===== src/rtl/control_ajustes.sv =====
// control_ajustes: oscilloscope settings control (volt/div, time/div, trigger).
// Ports: clk, reset (async, active-low), btn_up/btn_down/btn_sel (debounced
// levels), sel, volt_div, time_div, trig_level (current settings), cfg_stb
// (one-cycle pulse in the cycle after any setting changes).
module control_ajustes #(
    parameter int HOLD_CYCLES   = 50000000,
    parameter int REPEAT_CYCLES = 10000000,
    parameter int TRIG_STEP     = 4
) (
    input  logic       clk,
    input  logic       reset,
    input  logic       btn_up,
    input  logic       btn_down,
    input  logic       btn_sel,
    output logic [1:0] sel,
    output logic [2:0] volt_div,
    output logic [3:0] time_div,
    output logic [7:0] trig_level,
    output logic       cfg_stb
);

    localparam int MAXC = (HOLD_CYCLES > REPEAT_CYCLES) ?
                          HOLD_CYCLES : REPEAT_CYCLES;
    localparam int CW   = $clog2(MAXC + 1);

    typedef enum logic [2:0] {
        IDLE,
        PRESS,
        HOLD,
        REPEAT,
        LOCK
    } state_t;

    state_t        state;
    logic [CW-1:0] cnt;
    logic          dir_up;
    logic          btn_sel_q;
    logic          chg;

    logic          held;
    logic          opp;
    logic          step;
    logic          step_up;
    logic          sel_edge;
    logic [8:0]    trig_sum;
    logic [1:0]    nxt_sel;
    logic [2:0]    nxt_volt;
    logic [3:0]    nxt_time;
    logic [7:0]    nxt_trig;
    logic          changed;

    // Direction is latched on IDLE exit; later button changes only
    // matter as "released" or "opposite pressed".
    assign held     = dir_up ? btn_up : btn_down;
    assign opp      = dir_up ? btn_down : btn_up;
    assign sel_edge = btn_sel && !btn_sel_q && (state == IDLE);
    assign trig_sum = {1'b0, trig_level} + 9'(TRIG_STEP);

    always_comb begin
        step    = 1'b0;
        step_up = dir_up;
        case (state)
            IDLE: begin
                step    = btn_up ^ btn_down;
                step_up = btn_up;
            end
            HOLD:
                step = held && !opp && (cnt == CW'(HOLD_CYCLES - 1));
            REPEAT:
                step = held && !opp && (cnt == CW'(REPEAT_CYCLES - 1));
            default: step = 1'b0;
        endcase
    end

    // Step acts on the setting selected now; all steps saturate.
    always_comb begin
        nxt_sel  = sel;
        nxt_volt = volt_div;
        nxt_time = time_div;
        nxt_trig = trig_level;
        if (step) begin
            case (sel)
                2'd0: begin
                    if (step_up && volt_div != 3'd7)
                        nxt_volt = volt_div + 3'd1;
                    else if (!step_up && volt_div != 3'd0)
                        nxt_volt = volt_div - 3'd1;
                end
                2'd1: begin
                    if (step_up && time_div < 4'd11)
                        nxt_time = time_div + 4'd1;
                    else if (!step_up && time_div != 4'd0)
                        nxt_time = time_div - 4'd1;
                end
                2'd2: begin
                    if (step_up)
                        nxt_trig = trig_sum[8] ? 8'd255 : trig_sum[7:0];
                    else if ({1'b0, trig_level} < 9'(TRIG_STEP))
                        nxt_trig = 8'd0;
                    else
                        nxt_trig = trig_level - 8'(TRIG_STEP);
                end
                default: nxt_sel = sel;
            endcase
        end
        if (sel_edge)
            nxt_sel = (sel == 2'd2) ? 2'd0 : sel + 2'd1;
    end

    assign changed = {nxt_sel, nxt_volt, nxt_time, nxt_trig} !=
                     {sel, volt_div, time_div, trig_level};

    always_ff @(posedge clk or negedge reset) begin
        if (!reset) begin
            state      <= IDLE;
            cnt        <= '0;
            dir_up     <= 1'b0;
            btn_sel_q  <= 1'b0;
            chg        <= 1'b0;
            cfg_stb    <= 1'b0;
            sel        <= 2'd0;
            volt_div   <= 3'd3;
            time_div   <= 4'd5;
            trig_level <= 8'd128;
        end else begin
            btn_sel_q  <= btn_sel;
            sel        <= nxt_sel;
            volt_div   <= nxt_volt;
            time_div   <= nxt_time;
            trig_level <= nxt_trig;
            // Two stages: value lands at N+1, strobe during N+2.
            chg        <= changed;
            cfg_stb    <= chg;
            case (state)
                IDLE: begin
                    if (btn_up && btn_down) begin
                        state <= LOCK;
                    end else if (btn_up ^ btn_down) begin
                        dir_up <= btn_up;
                        state  <= PRESS;
                    end
                end
                PRESS: begin
                    if (held) begin
                        state <= HOLD;
                        cnt   <= '0;
                    end else begin
                        state <= IDLE;
                    end
                end
                HOLD: begin
                    if (!held)
                        state <= IDLE;
                    else if (opp)
                        state <= LOCK;
                    else if (cnt == CW'(HOLD_CYCLES - 1)) begin
                        state <= REPEAT;
                        cnt   <= '0;
                    end else
                        cnt <= cnt + 1'b1;
                end
                REPEAT: begin
                    if (!held)
                        state <= IDLE;
                    else if (opp)
                        state <= LOCK;
                    else if (cnt == CW'(REPEAT_CYCLES - 1))
                        cnt <= '0;
                    else
                        cnt <= cnt + 1'b1;
                end
                LOCK: begin
                    if (!btn_up && !btn_down)
                        state <= IDLE;
                end
                default: state <= IDLE;
            endcase
        end
    end

endmodule


===== config.mk =====
export PLATFORM = sky130hd
export DESIGN_NAME = control_ajustes
export DESIGN_NICKNAME = d
export VERILOG_FILES = /design/src/rtl/control_ajustes.sv
export SDC_FILE = /design/constraint.sdc
export NUM_CORES = 1
export LEC_CHECK = 0
export ABC_AREA = 0
export BUFFER_PORTS_ARGS = -buffer_cell sky130_fd_sc_hd__buf_2
export CAP_MARGIN = 40
export CORE_ASPECT_RATIO = 1.5
export CORE_MARGIN = 2
export CORE_UTILIZATION = 55
export CTS_CLUSTER_DIAMETER = 40
export DETAILED_ROUTE_END_ITERATION = 6
export PLACE_DENSITY = 0.85
export REMOVE_ABC_BUFFERS = 1
export SETUP_SLACK_MARGIN = 0.5
export SYNTH_ARGS = -nofsm -noshare
export SYNTH_HDL_FRONTEND = slang
export SYNTH_SLANG_ARGS = --single-unit

===== constraint.sdc =====
create_clock -name clk -period 2.89 [get_ports clk]
set_input_delay 0.1445 -clock clk [delete_from_list [all_inputs] [get_ports clk]]
set_output_delay 0.1445 -clock clk [all_outputs]
set_load 0.03 [all_outputs]

==> flow_metrics.tcl <==
set metrics [dict create \
    finalClockSkew_ns 0.00785 \
    initial_utilization_pct 56.3 \
    share_of_total_power_in_combinational_logic_pct 54.2 \
    dp_hpwl_um 5660 \
    arrival_ns 2.83 \
    drive_gt1_share_pct 18.8 \
    fin_nets 432 \
    detailed_route_drc_error_count 0 \
    portBuffers 22 \
    ys_seq_elements 50 \
    finalWeightedCongestion 0.927 \
    post_synth_inst_count 378 \
    synth_enable_flop_cells 0 \
    cell_area_after_placement_um2 3420 \
    detailedRoute.firstIterationViolations 229 \
    drtPass1Iterations 5 \
    power.share.sequential_pct 33.3 \
    place_worst_setup_slack_ns 0.243 \
    avg_inst_size_synth_um2 8.49 \
    hold_depth 3 \
    finalWirelength_um 8510 \
    worst-r2r-setup-slack_ns 0.25 \
    final.min_clock_period_ns 2.64 \
    timing_hold_violations_final 0 \
    simple_gate_share_of_the_synthesized_area_pct 26.4 \
    grt-ovfl-total 0 \
    die_w_um 66.4 \
    power_density_relative_to_cell_area_nw_per_um2 910 \
    die_h_um 97.5 \
    antenna_cells_inserted 0 \
    detail_route.vias_per_cell 6.41 \
    finalMaxSlewViolations 0 \
    synth_top_family_by_area "simple AND/OR/NAND/NOR gates" \
    crit_path_top_delay_cell "sky130_fd_sc_hd__or4_4" \
    cp-start-kind "flop" \
    synthFlopType "sky130_fd_sc_hd__dfrtp_1" \
    ys_seq_area_share_pct 39.2 \
    peakVddDrop_mv 0.608 \
    tritoncts_num_sinks 50 \
    ctsLongestPathBuffers 2 \
    worstPathMaxFanout 8 \
    timing.final.setup_violations 0 \
    ys.warnings.count 0 \
    p_total_mw 3.38 \
    row_count 34 \
    routedWlPerCell_um 17.4 \
    synth_compound_gate_area_share_pct 19.7 \
    fmax_achieved_mhz 379 \
    ant_nets 0 \
    synth.top_cell.area_share_pct 35.1 \
    htreeDepth 2 \
    cp_cell_sequence "or4bb_1 -> or4_4 -> a2111oi_4 -> buf_4 -> o211a_4 -> nand2_1 -> a22o_1" \
    maximum_number_of_pins_on_one_net_before_global_route_repair 30 \
    async_flop_share_pct 100 \
    placeable_core_area_um2 5700 \
    power.share.switching_pct 49.1 \
    drv.max_cap_violation_count 0 \
    hold_class "primary input to flop" \
    fin_crit_sh_pct 91.2 \
    post_synth_fa_ha_maj_area_fraction_pct 4.68 \
    vias 3130 \
    unrepaired_setup_endpoints_after_global_routing "yes" \
    final_cell_mix "sky130_fd_sc_hd__dfrtp_1, sky130_fd_sc_hd__o21ai_0, sky130_fd_sc_hd__nand2_1" \
    clk_lat_worst_skew_ns 0.31 \
    floorplan.io_pins 23 \
    cts.reportedPaths.clkPinSlew_ns 0.09 \
    final_design_area_no_fill_um2 3710 \
    crit_buf_inv 1 \
    critPathKind "flop to flop" \
    cpPeakStageDelay_ns 0.56 \
    cp_top_family "simple AND/OR/NAND/NOR gates" \
    ff2ff_path_depth 7 \
    grt_pass1_wl_um 13300 \
    synth_area_um2 3210 \
    multiplexer_share_of_the_synthesized_area_pct 3.86 \
    die_area_um2 6470 \
    cell_variety_after_synth 53 \
    vias_in_the_first_global_route 2985 \
    flow.area_growth_from_synthesis_pct 15.8 \
    grtUsageTotal_pct 25.7 \
    synth_area_leader_cell "sky130_fd_sc_hd__dfrtp_1" \
    cts.root.buffer_cell "sky130_fd_sc_hd__clkbuf_8" \
    power_leakage_nw 1.59 \
    p_sw_mw 1.66 \
    relSlewSlack_pct 47.7 \
    clock_power_share_pct 12.5 \
    critical_path_depth 7 \
    setup-tns-final_ns 0 \
    endpoint_kind "flop" \
    internal-power_mw 1.72 \
    hold-worst-slack_ns 0.190 \
    mostFrequentLayoutCell "sky130_fd_sc_hd__dfrtp_1" \
    tightest_slew_ns 0.782 \
    netlist_top_cells_area "sky130_fd_sc_hd__dfrtp_1, sky130_fd_sc_hd__o21ai_0, sky130_fd_sc_hd__ha_1, sky130_fd_sc_hd__nor2_1, sky130_fd_sc_hd__nand2_1" \
    cts_tree "yes" \
    clock_buffers_created_by_tritoncts 5 \
    outcome "completed" \
    setup_slack_ns 0.254 \
    synth_xor_area_share_pct 2.18 \
    worst_ep_required_time_ns 3.09 \
    antenna_found_initial 0 \
]
worst register-to-register path, delay by kind of cell (launching register included):
family	cells	cell delay, ns
buffers and inverters	1	0.20
flip-flops	1	0.42
AO/OA/AOI/OAI	3	0.77
AND/OR/NAND/NOR	3	1.12
area by class of cell:
class	instances	area (um2)
multi-input cells	299	1930
fillers	485	1990
flip-flops and latches	50	1260
repair buffers	45	292
clock inverters	1	5.00
inverters	14	52.6
well taps	72	90.1
clock buffers	7	86.3
per-stage QoR:
step / util [%] / std cells
final: 65.2 / 488
after floorplan: - / 362
after CTS: 62.8 / 482
after detailed placement: 60.0 / 467
after global placement: 60.0 / 467
after global routing: 65.2 / 488
logic make-up after synthesis:
group | Yosys count
AOI/OAI and AO/OA | 102
muxes | 12
xor gates and xnor gates | 8
adders and majority gates | 12
and+or+nand+nor | 164
DFF | 50
buffers and inverters | 30
path summary, 6_finish.rpt:
| kind | from | endpoint |
|---|---|---|
| worst min-delay path | btn_up | dir_up |
| worst max-delay path | cnt[21] | trig_level[4] |
| max in group asynchronous | reset | time_div[2] |
| worst max register to register | cnt[21] | trig_level[4] |
| min in group asynchronous | reset | cnt[10] |
| worst min register to register | chg | cfg_stb |
power by group through the flow:
stage	logic [mW]	registers (mW)	clock network, mW
finish	1.83	1.12	0.424
CTS	1.65	1.11	0.419
detailed placement	1.60	1.12	0
global route	1.97	1.16	0.450
global placement	1.54	1.11	0
floorplan	0.961	1.28	0
routing by layer:
metal / part of all wire [%] / vias up / track usage, %
met5: 0 / - / 0
met2: 56 / 144 / 48.2
met1: 36 / 1500 / 27.7
met3: 4.8 / 29 / 3.48
met4: 3.3 / 0 / 10.5
li1: - / 1457 / -
flip-flops by register name, indices dropped and copies added, names as in the netlist:
name        flops
dir_up          1
chg             1
sel             2
trig_level      8
btn_sel_q       1
cfg_stb         1
volt_div        3
state           3
time_div        4
cnt            26
timing repair:
| action | 4_1_cts | 5_1_grt |
|---|---|---|
| endpoints found under the setup margin | 39 | 43 |
| hold buffers | 2 | 0 |
| gates resized for setup | 6 | 18 |
| buffers inserted | 4 | 6 |
| gates cloned | 1 | 0 |
| pin swaps | 1 | 13 |
| endpoints found under the hold margin | 26 | 0 |
Yosys cell counts, types with 4 or more instances:
library cell,number
sky130_fd_sc_hd__dfrtp_1,45
sky130_fd_sc_hd__o21ai_0,40
sky130_fd_sc_hd__nor2_1,37
sky130_fd_sc_hd__nand2_1,36
sky130_fd_sc_hd__nor3_1,26
sky130_fd_sc_hd__a21oi_1,25
sky130_fd_sc_hd__nand3_1,16
sky130_fd_sc_hd__inv_1,13
sky130_fd_sc_hd__ha_1,12
sky130_fd_sc_hd__and3_1,11
sky130_fd_sc_hd__clkbuf_1,9
sky130_fd_sc_hd__mux2i_1,9
sky130_fd_sc_hd__xnor2_1,7
sky130_fd_sc_hd__a31oi_1,6
sky130_fd_sc_hd__or3_1,6
sky130_fd_sc_hd__a211oi_1,5
sky130_fd_sc_hd__and4_1,5
sky130_fd_sc_hd__dfstp_2,5
sky130_fd_sc_hd__nand3b_1,5
sky130_fd_sc_hd__nand4_1,5
sky130_fd_sc_hd__buf_2,4
sky130_fd_sc_hd__o22ai_1,4
Note: power is estimated with default switching activity, not from simulation.
